## src/rtl/ifetch_resp.sv

```systemverilog
// rtl/ifetch_resp.sv - fetch address issue, in-flight PC tracking and instruction buffer toward decode
//
// Optional feature macro: IFETCH_BYPASS_EN (same-cycle presentation of a response into an empty buffer)
//
// Ports:
//   clk, rst                    clock, synchronous active-high reset
//   pc_address, pc_valid        fetch address from the PC and its valid
//   flush                       redirect; kills buffered and in-flight fetches
//   stall_o                     fetch address not taken this cycle, PC must hold
//   inst_req, inst_addr         memory request valid / word-aligned address
//   inst_addr_ok                memory accepted the request
//   inst_rdata, inst_data_ok    in-order memory response
//   inst_valid, inst_data,      buffer head toward decode (data, PC, address-error flag)
//   inst_pc, inst_adel
//   decode_ready                decode pops the head when inst_valid & decode_ready
module ifetch_resp #(
  parameter int FIFO_DEPTH      = 4,
  parameter int MAX_OUTSTANDING = 2
) (
  input  logic        clk,
  input  logic        rst,
  input  logic [31:0] pc_address,
  input  logic        pc_valid,
  input  logic        flush,
  output logic        stall_o,
  output logic        inst_req,
  output logic [31:0] inst_addr,
  input  logic        inst_addr_ok,
  input  logic [31:0] inst_rdata,
  input  logic        inst_data_ok,
  output logic        inst_valid,
  output logic [31:0] inst_data,
  output logic [31:0] inst_pc,
  output logic        inst_adel,
  input  logic        decode_ready
);

  localparam int PW = $clog2(FIFO_DEPTH);
  localparam int CW = $clog2(FIFO_DEPTH + 1);
  localparam int OW = $clog2(MAX_OUTSTANDING + 1);
  localparam int QW = (MAX_OUTSTANDING > 1) ? $clog2(MAX_OUTSTANDING) : 1;
  localparam int SW = CW + OW + 1;

  logic [31:0]   r_fifo_data [FIFO_DEPTH];
  logic [31:0]   r_fifo_pc   [FIFO_DEPTH];
  logic          r_fifo_adel [FIFO_DEPTH];
  logic [PW-1:0] r_wptr;
  logic [PW-1:0] r_rptr;
  logic [CW-1:0] r_count;
  logic [OW-1:0] r_outstanding;
  logic [OW-1:0] r_discard;
  logic [31:0]   r_pcq [MAX_OUTSTANDING];
  logic [QW-1:0] r_pcq_wptr;
  logic [QW-1:0] r_pcq_rptr;

  logic [SW-1:0] w_used;
  logic          w_space_ok;
  logic          w_aligned;
  logic          w_out_room;
  logic          w_discard_zero;
  logic          w_req_acc;
  logic          w_resp;
  logic          w_adel_wr;
  logic          w_fifo_empty;
  logic          w_fifo_pop;
  logic          w_byp;
  logic          w_byp_take;
  logic          w_push;
  logic [31:0]   w_push_data;
  logic [31:0]   w_push_pc;
  logic [31:0]   w_head_pc;
  logic [OW-1:0] w_out_next;

  // Slots already reserved: buffered entries plus responses that will actually be kept.
  assign w_used         = SW'(r_count) + SW'(r_outstanding) - SW'(r_discard);
  assign w_space_ok     = w_used < SW'(FIFO_DEPTH);
  assign w_aligned      = (pc_address[1:0] == 2'b00);
  assign w_out_room     = r_outstanding < OW'(MAX_OUTSTANDING);
  assign w_discard_zero = (r_discard == '0);
  assign w_fifo_empty   = (r_count == '0);
  assign w_head_pc      = r_pcq[r_pcq_rptr];

  assign inst_req  = pc_valid & ~flush & w_aligned & w_space_ok & w_out_room;
  assign inst_addr = {pc_address[31:2], 2'b00};
  assign w_req_acc = inst_req & inst_addr_ok;

  // A response is kept only when nothing is pending discard and no redirect is happening.
  assign w_resp    = inst_data_ok & w_discard_zero & ~flush;
  // The address-error entry shares the single write port with responses; the response wins.
  assign w_adel_wr = pc_valid & ~flush & ~w_aligned & w_space_ok & ~w_resp;
  assign stall_o   = pc_valid & ~flush & ~(w_req_acc | w_adel_wr);

`ifdef IFETCH_BYPASS_EN
  assign w_byp = w_fifo_empty & w_resp;
`else
  assign w_byp = 1'b0;
`endif

  always_comb begin
    inst_valid = ~w_fifo_empty | w_byp;
    inst_data  = 32'h0;
    inst_pc    = 32'h0;
    inst_adel  = 1'b0;
    if (!w_fifo_empty) begin
      inst_data = r_fifo_data[r_rptr];
      inst_pc   = r_fifo_pc[r_rptr];
      inst_adel = r_fifo_adel[r_rptr];
    end else if (w_byp) begin
      inst_data = inst_rdata;
      inst_pc   = w_head_pc;
    end
  end

  assign w_fifo_pop  = ~w_fifo_empty & decode_ready;
  assign w_byp_take  = w_byp & decode_ready;
  assign w_push      = (w_resp & ~w_byp_take) | w_adel_wr;
  assign w_push_data = w_adel_wr ? 32'h0 : inst_rdata;
  assign w_push_pc   = w_adel_wr ? pc_address : w_head_pc;
  assign w_out_next  = r_outstanding + OW'(w_req_acc) - OW'(inst_data_ok);

  always_ff @(posedge clk) begin
    if (rst) begin
      r_wptr        <= '0;
      r_rptr        <= '0;
      r_count       <= '0;
      r_outstanding <= '0;
      r_discard     <= '0;
      r_pcq_wptr    <= '0;
      r_pcq_rptr    <= '0;
    end else begin
      if (flush) begin
        r_wptr  <= '0;
        r_rptr  <= '0;
        r_count <= '0;
      end else begin
        if (w_push) begin
          r_fifo_data[r_wptr] <= w_push_data;
          r_fifo_pc[r_wptr]   <= w_push_pc;
          r_fifo_adel[r_wptr] <= w_adel_wr;
          r_wptr              <= r_wptr + PW'(1);
        end
        if (w_fifo_pop) begin
          r_rptr <= r_rptr + PW'(1);
        end
        r_count <= r_count + CW'(w_push) - CW'(w_fifo_pop);
      end

      // The PC queue stays in lockstep with the memory, even across flushes,
      // so discarded responses still retire their queue entry.
      if (w_req_acc) begin
        r_pcq[r_pcq_wptr] <= inst_addr;
        r_pcq_wptr <= (r_pcq_wptr == QW'(MAX_OUTSTANDING - 1)) ? '0 : r_pcq_wptr + QW'(1);
      end
      if (inst_data_ok) begin
        r_pcq_rptr <= (r_pcq_rptr == QW'(MAX_OUTSTANDING - 1)) ? '0 : r_pcq_rptr + QW'(1);
      end

      r_outstanding <= w_out_next;
      if (flush) begin
        r_discard <= w_out_next;
      end else if (inst_data_ok && !w_discard_zero) begin
        r_discard <= r_discard - OW'(1);
      end
    end
  end

  always_ff @(posedge clk) begin
    if (!rst && inst_data_ok) begin
      assert (r_outstanding != '0);
    end
  end

endmodule

```

## config.mk

```make
export PLATFORM = sky130hd
export DESIGN_NAME = ifetch_resp
export DESIGN_NICKNAME = d
export VERILOG_FILES = /design/src/rtl/ifetch_resp.sv
export SDC_FILE = /design/constraint.sdc
export NUM_CORES = 1
export LEC_CHECK = 0
export ABC_AREA = 1
export CAP_MARGIN = 30
export CORE_ASPECT_RATIO = 1.25
export CORE_MARGIN = 1.5
export CORE_UTILIZATION = 37
export CTS_BUF_LIST = sky130_fd_sc_hd__clkbuf_4 sky130_fd_sc_hd__clkbuf_8
export DETAILED_ROUTE_END_ITERATION = 8
export PLACE_DENSITY = 0.64
export SETUP_SLACK_MARGIN = 0.3
export SYNTH_ARGS = -nofsm -noshare
export SYNTH_HDL_FRONTEND = slang
export SYNTH_SLANG_ARGS = --single-unit
```

## constraint.sdc

```tcl
create_clock -name clk -period 6.4 [get_ports clk]
set_input_delay 0.96 -clock clk [delete_from_list [all_inputs] [get_ports clk]]
set_output_delay 0.96 -clock clk [all_outputs]
set_load 0.05 [all_outputs]
```

==> results of run 1 <==
==> placed cells by master (no fill, tap or decap), types with 10 or more instances in the layout <==
cell and n:
clkinv_1 15, clkdlybuf4s50_1 168, buf_4 10, clkbuf_8 53, ha_1 12, inv_1 63, nand2_1 46, edfxtp_1 320
o21ai_0 156, a21oi_1 71, clkinv_2 10, nor2_1 315, dfxtp_1 13, mux2i_1 30
==> worst max-delay path, cell delays in order, from the launching register on <==
cell and delay, ns:
dfxtp_4 0.67, buf_4 0.80, nor2_1 0.11, nor2_1 0.12, o21ai_0 0.10, a21oi_1 0.32
clkdlybuf4s50_1 0.87
==> state kept, by name, indices dropped and copies added, names as in the netlist, named ones only <==
name / flops
r_fifo_data: 128
r_fifo_pc: 128
r_pcq: 60
r_fifo_adel: 4
r_count: 3
r_discard: 2
r_outstanding: 2
r_rptr: 2
r_wptr: 2
r_pcq_rptr: 1
r_pcq_wptr: 1
==> stage by stage <==
stage          util (%)  hold WS, ns  setup slack [ns]
5_1_grt           45.64       0.5097             1.484
6_report          45.64       0.4748             1.740
3_3_place_gp      42.64       0.4372             2.158
4_1_cts           45.63       0.4721             1.718
2_1_floorplan         -       0.4356             1.296
3_5_place_dp      43.04       0.4619             2.176
==> metal layers <==
metal	track usage [%]	part of all wire, %	vias to the layer above	wire [um]
li1	-	-	4304	-
met1	19.39	43	4355	13260
met2	27.93	50	241	15270
met3	2.467	4.6	51	1407
met4	5.847	2.5	0	762
met5	0	0	-	0
==> report_power, final <==
part	switching [mW]	internal (mW)	total, mW
Sequential	0.0190	2.51	2.52
Combinational	0.560	0.246	0.806
Clock	0.804	0.887	1.69
Total	1.38	3.64	5.02
==> synthesized netlist by cell type, types with 2 or more instances <==
cell      count
inv_2         5
edfxtp_1    320
o21ai_1       8
buf_1         5
nor2_1      320
xnor2_1       2
clkbuf_1     33
buf_6         3
buf_4        35
o21ai_0     156
nand4_1       2
xor2_1        3
a21oi_1      71
dfxtp_1      16
nand3_1       8
nor3_1        2
fa_1          2
ha_1         12
buf_2        21
inv_1        64
mux2i_1      30
nand2_1      46
==> cells by family after synthesis <==
family,Yosys count,synth area share [%]
and+or+nand+nor,383,10.64
buffers and inverters,166,5.759
adders and majority gates,14,1.363
DFF,336,71.19
AOI/OAI and AO/OA,237,8.558
muxes,30,2.153
other,1,0.02688
xor gates and xnor gates,5,0.3140
==> final cells by class <==
| cell class | count | area, um2 | share of cell area [%] |
|---|---|---|---|
| Sequential cell | 336 | 9938 | 58.59 |
| Inverter | 69 | 261.5 | 1.542 |
| Clock inverter | 29 | 181.4 | 1.070 |
| Antenna cell | 1 | 2.502 | 0.01475 |
| Tap cell | 486 | 608.1 | 3.585 |
| Multi-Input combinational cell | 671 | 3262 | 19.23 |
| Clock buffer | 60 | 782.0 | 4.610 |
| Timing Repair Buffer | 185 | 1927 | 11.36 |
==> worst max-delay path by stage <==
stage	from	cells after the start	endpoint	slack, ns
floorplan	r_count[1]$_SDFF_PP0_	10	r_fifo_adel[0]$_DFFE_PP_	1.30
global placement	pc_address[0]	8	stall_o	2.16
detailed placement	pc_address[1]	8	stall_o	2.18
CTS	register	6	inst_pc[1]	1.72
global route	register	6	inst_pc[3]	1.48
finish	register	6	inst_pc[2]	1.74
==> summary.txt, run 1 <==
STA
  – Setup TNS: 0 ns
  – Final max-slew violation count: 0
  – Fin crit share: between 70% and 80%
  – Slew of the pin with the lowest slew margin: between 1 and 1.5 ns
  – Final setup vio count: 0
  – RSZ-0062 raised after global routing: no
  – Layout Skew: about 0.022 ns
  – Fin. Hold Viols: 0
  – Achievable Freq: between 200 and 250 MHz
  – Min Tclk post-route: around 4.7 ns
  – Slew headroom: between 30% and 40%

Floorplan
  – Num ports: 171
  – Full die area: around 39000 um2
  – Core area: around 37000 um2
  – Overall die width: around 180 um
  – Die height: roughly 220 um
  – FP Rows: 79
  – Starting Density: a little under two fifths

Worst setup path
  – Worst R2R Start: r_count[1]$_SDFF_PP0_
  – Kind of critical path: reg -> out
  – Crit path launch type: register
  – Cell depth of the worst flop-to-flop path: 11
  – Arrival time worst endpoint: roughly 3.7 ns
  – R2R setup slack: 2.68 ns
  – Worst EP required: 5.44 ns
  – CP Max Fanout: 87
  – Setup crit end kind: output pin
  – Worst r2r dst: r_fifo_pc[2][2]$_DFFE_PP_

Clock tree
  – Maximum clock path buffer count: 3
  – Worst-path clk slew: 0.07 ns
  – Root Driver: clkbuf_8
  – TritonCTS Buffers: between 50 and 60
  – Worst-Skew Late Latency: around 0.60 ns
  – Post-CTS resize count: 0
  – CTS tree: done
  – Clock Sinks: roughly 340
  – CTS H-Tree Depth: 2
  – Post CTS Setup Buffer Count: 0
  – Cts hold-fix bufs: 0

Placement
  – DP Wirelength: around 17000 um
  – Placed cells: 1747
  – Gpl congestion: roughly 0.73
  – Dpl cell area: approximately 16000 um2
  – IO Port Bufs: 168

Yosys
  – #FFs+latches synth: roughly 340
  – Mapped Cells: 1172
  – Top_reg_cell synth: edfxtp_1
  – Ys Warns: 0
  – Seq/Total Area, Yosys: a little over 70%
  – Ys async rst share: 0%
  – Area leader, netlist: edfxtp_1
  – Syn_area_per_cell: roughly 12 um2
  – Number of distinct library cells after synthesis: 30
  – Leading post-synthesis cells by cell area: edfxtp_1 69%, nor2_1 8.6%, o21ai_0 5.6%
  – Yosys top cell area share: ~70%
  – Mapped Area: 13950 um2
  – Post-synth EDFFs: between 300 and 400

Detailed routing
  – Via count: a little under 9000
  – Detailed Route WL: between 30000 and 40000 um
  – Drt initial violations: just under 600
  – First-pass DRT Iterations: 5
  – Via density per instance: between 4 and 5
  – Remaining antenna violation count: 0
  – Routed WL per cell: approximately 17 um
  – DRC violations left: 0

Hold path
  – Path category of the worst min-delay check: reg -> reg
  – Worst Hold Depth: 2
  – Min-delay src: r_rptr[1]$_SDFFE_PP0P_

Global route
  – Remaining Overflow, GRT: 0
  – First-pass GRT wire length: 47380 um
  – Initial antenna violation count: 1
  – Vias in the first global route: approximately 9000
  – Pin count of the biggest net entering global routing: 88
  – Tot GR Track Use: between 10% and 20%

Pwr
  – Leak pwr: 5.868 nW
  – Cell Pwr Density: around 300 nW/um2
  – Worst VDD drop: between 0.00015 and 0.0002 V
  – Pwr Total: 5.022 mW

Job
  – Maxcap violations: 0

Cells and area
  – Share of cells above drive strength 1: just over 8%
  – Post-route insts no fill: 1837
  – Post-route design area: roughly 17000 um2
  – Area delta synth->final: 21.61%
  – Layout fillers: roughly 3400
  – Post-layout net count: 1400

Run status
  – Outcome: finished clean
Power figures use the tool's default switching activity.
==> inputs of run 2 (changes only) <==
==> constraint.sdc (replaced) <==
create_clock -name clk -period 4.6 [get_ports clk]
set_input_delay 0.69 -clock clk [delete_from_list [all_inputs] [get_ports clk]]
set_output_delay 0.69 -clock clk [all_outputs]
set_load 0.05 [all_outputs]
==> run 2 against run 1 <==
  * First-iteration DRC count down 15%
  * Non-clock buffer count up 2
  * Worst hold slack worse by 0.022 ns
  * Routed wire length up 2.7%
  * Sequential power up 40%
  * Final cell count up 0.22%
  * Critical path depth up 2
  * Sequential share of layout area down 0.32 points
  * Largest cell class unchanged
  * Combinational power up 39%
==> summary.txt, run 2 (synthesis results as in run 1) <==
Cells and area
  – Area delta synth->final: 22.28%
  – FF+latch area: 9938 um2 (unchanged)
  – Layout fillers: 3387 (-1.1%)
  – Most frequent cells in the layout: 320 x edfxtp_1, 315 x nor2_1, 167 x clkdlybuf4s50_1, 156 x o21ai_0, 71 x a21oi_1
  – Post-route insts no fill: 1841 (+0.22%)
  – Post-route design area: 17060 um2 (+0.55%)
  – Regs by FF count: r_fifo_data (128), r_fifo_pc (128), r_pcq (60)
  – Commonest non-fill, non-tap cell in the layout: edfxtp_1
  – Share of cells above drive strength 1: 8.641% (+0.49 points)
  – Post-layout net count: 1402 (+0.14%)
  – Fin util: 45.89% (+0.25 points)
  – Multi-input gate area: 3262 um2 (unchanged)

Placement
  – Placed cells: 1749 (+0.11%)
  – Dpl cell area: 15980 um2 (about the same)
  – IO Port Bufs: 168 (unchanged)
  – DP Wirelength: 17330 um (-0.76%)
  – Gpl congestion: 0.7392 (+1.7%)
  – Worst slack at placement: 0.9168 ns (-1.259 ns)

STA
  – Slew headroom: 37.70% (+4.9 points)
  – RSZ-0062 raised after global routing: no
  – Final setup vio count: 0 (unchanged)
  – Final setup margin: 0.6152 ns (-1.125 ns)
  – Fin crit share: between 80% and 90%
  – Min Tclk post-route: approximately 4 ns
  – Achievable Freq: around 250 MHz
  – Slew of the pin with the lowest slew margin: 0.9345 ns (-0.07329 ns)
  – Final max-slew violation count: 0 (unchanged)
  – Fin. Hold Viols: 0 (unchanged)
  – Hold Slack: 0.4529 ns (-0.02190 ns)
  – Layout Skew: 0.01958 ns (-0.002429 ns)
  – Setup TNS: 0 ns (unchanged)

Global route
  – First-pass GRT wire length: 48400 um (+2.2%)
  – Tot GR Track Use: 16.22% (+0.42 points)
  – Pin count of the biggest net entering global routing: 73 (-17%)
  – Initial antenna violation count: 1 (unchanged)
  – Vias in the first global route: 9079 (+3.5%)
  – Remaining Overflow, GRT: 0 (unchanged)

Floorplan
  – Die height: 220.1 um (unchanged)
  – Core area: 37170 um2 (unchanged)
  – Num ports: 171 (unchanged)
  – FP Rows: 79 (unchanged)
  – Full die area: 38880 um2 (unchanged)
  – Starting Density: 37.53% (unchanged)
  – Overall die width: 176.7 um (unchanged)

Detailed routing
  – Via density per instance: 4.844 (-0.60%)
  – DRC violations left: 0 (unchanged)
  – Remaining antenna violation count: 0 (unchanged)
  – First-pass DRT Iterations: 4 (-1)
  – Via count: 8917 (-0.38%)
  – Routed WL per cell: 17.14 um (+2.5%)
  – Detailed Route WL: 31550 um (+2.7%)
  – Drt initial violations: 497 (-15%)

Pwr
  – Sw Share: 26.55% (-0.99 points)
  – Leak pwr: 5.942 nW (+1.3%)
  – Internal power: 5.307 mW (+46%)
  – Cell Pwr Density: 423.6 nW/um2 (+43%)
  – Switch Pwr: 1.919 mW (+39%)
  – Worst VDD drop: 0.0002610 V (+63%)
  – Flop pwr share: 48.7% (-1.6 points)
  – Pwr Total: 7.226 mW (+44%)
  – Logic pwr share: 15.5% (-0.5 points)
  – Clock power frac: 35.8% (+2.1 points)

Worst setup path
  – Crit path launch type: register
  – Arrival time worst endpoint: 3.29 ns (-0.41 ns)
  – R2R setup slack: 1.27 ns (-1.41 ns)
  – Most used cell, CP: inv_1
  – CP max stage cell: clkdlybuf4s50_1
  – CP top delay family: buffers and inverters
  – Worst path bufs/invs: 3 (+1)
  – Kind of critical path: reg -> out
  – CP Max Fanout: 4 (-95%)
  – Worst EP required: 3.91 ns (-1.53 ns)
  – Slowest stage delay, CP: 0.80 ns (-0.07 ns)
  – Crit path cell chain: inv_1 > fa_1 > inv_1 > ha_1 > nand3_1 > a21oi_2 > and3_1 > clkdlybuf4s50_1
  – Setup crit end kind: output pin

Clock tree
  – Clock Sinks: 336 (unchanged)
  – Worst-Skew Late Latency: 0.58 ns (-0.02 ns)
  – TritonCTS Buffers: 52 (unchanged)
  – Maximum clock path buffer count: 3 (unchanged)
  – Worst-path clk slew: 0.07 ns (about the same)
  – Root Driver: clkbuf_8
  – Cts hold-fix bufs: 0 (unchanged)
  – Post CTS Setup Buffer Count: 0 (unchanged)
  – CTS H-Tree Depth: 2 (unchanged)
  – CTS tree: done
  – Post-CTS resize count: 0 (unchanged)

Job
  – Maxcap violations: 0 (unchanged)

Hold path
  – Path category of the worst min-delay check: reg -> reg

Run status
  – Outcome: finished clean
## run 2: changes by cell type in the layout (fill, tap and decap cells not counted), sizes merged
cell,change
buf,+2
bufinv,+3
clkbuf,+9
clkdlybuf4s50,-1
clkinv,-8
clkinvlp,-2
dlymetal6s2s,+1
## run 2: path summary, 6_finish.rpt
path                               start                           end  cells after the start
setup / recovery   r_count[1]$_SDFF_PP0_                      inst_req                      8
setup reg to reg   r_count[1]$_SDFF_PP0_  r_fifo_data[3][22]$_DFFE_PP_                     11
hold / removal    r_rptr[1]$_SDFFE_PP0P_                      register                      2
hold reg to reg   r_rptr[1]$_SDFFE_PP0P_                      register                      2
## run 2: area by class of cell
class,instances,area share (%)
Sequential cell,336,58.27
Timing Repair Buffer,187,11.22
Clock buffer,69,4.981
Clock inverter,22,1.291
Multi-Input combinational cell,671,19.12
Tap cell,486,3.565
Inverter,69,1.533
Antenna cell,1,0.01467
## run 2: power groups by stage
stage | Sequential, mW | Combinational, mW | Clock (mW)
3_3_place_gp | 3.59 | 1.10 | 0
4_1_cts | 3.52 | 1.13 | 2.66
3_5_place_dp | 3.58 | 1.13 | 0
6_report | 3.52 | 1.12 | 2.59
5_1_grt | 3.52 | 1.21 | 2.79
2_1_floorplan | 3.57 | 0.750 | 0
## run 2: worst min-delay path, delay by kind of cell, from the launching register on
kind | cells | cell delay [ns]
flops | 1 | 0.30
compound gates | 1 | 0.07
buf+inv | 1 | 0.06
## run 2: layer usage
layer,track usage (%),part of all wire [%],vias to the layer above
met5,0,0,-
met4,5.791,2.4,0
met3,2.674,5.0,58
met2,29.95,51,239
met1,18.82,42,4310
li1,-,-,4310
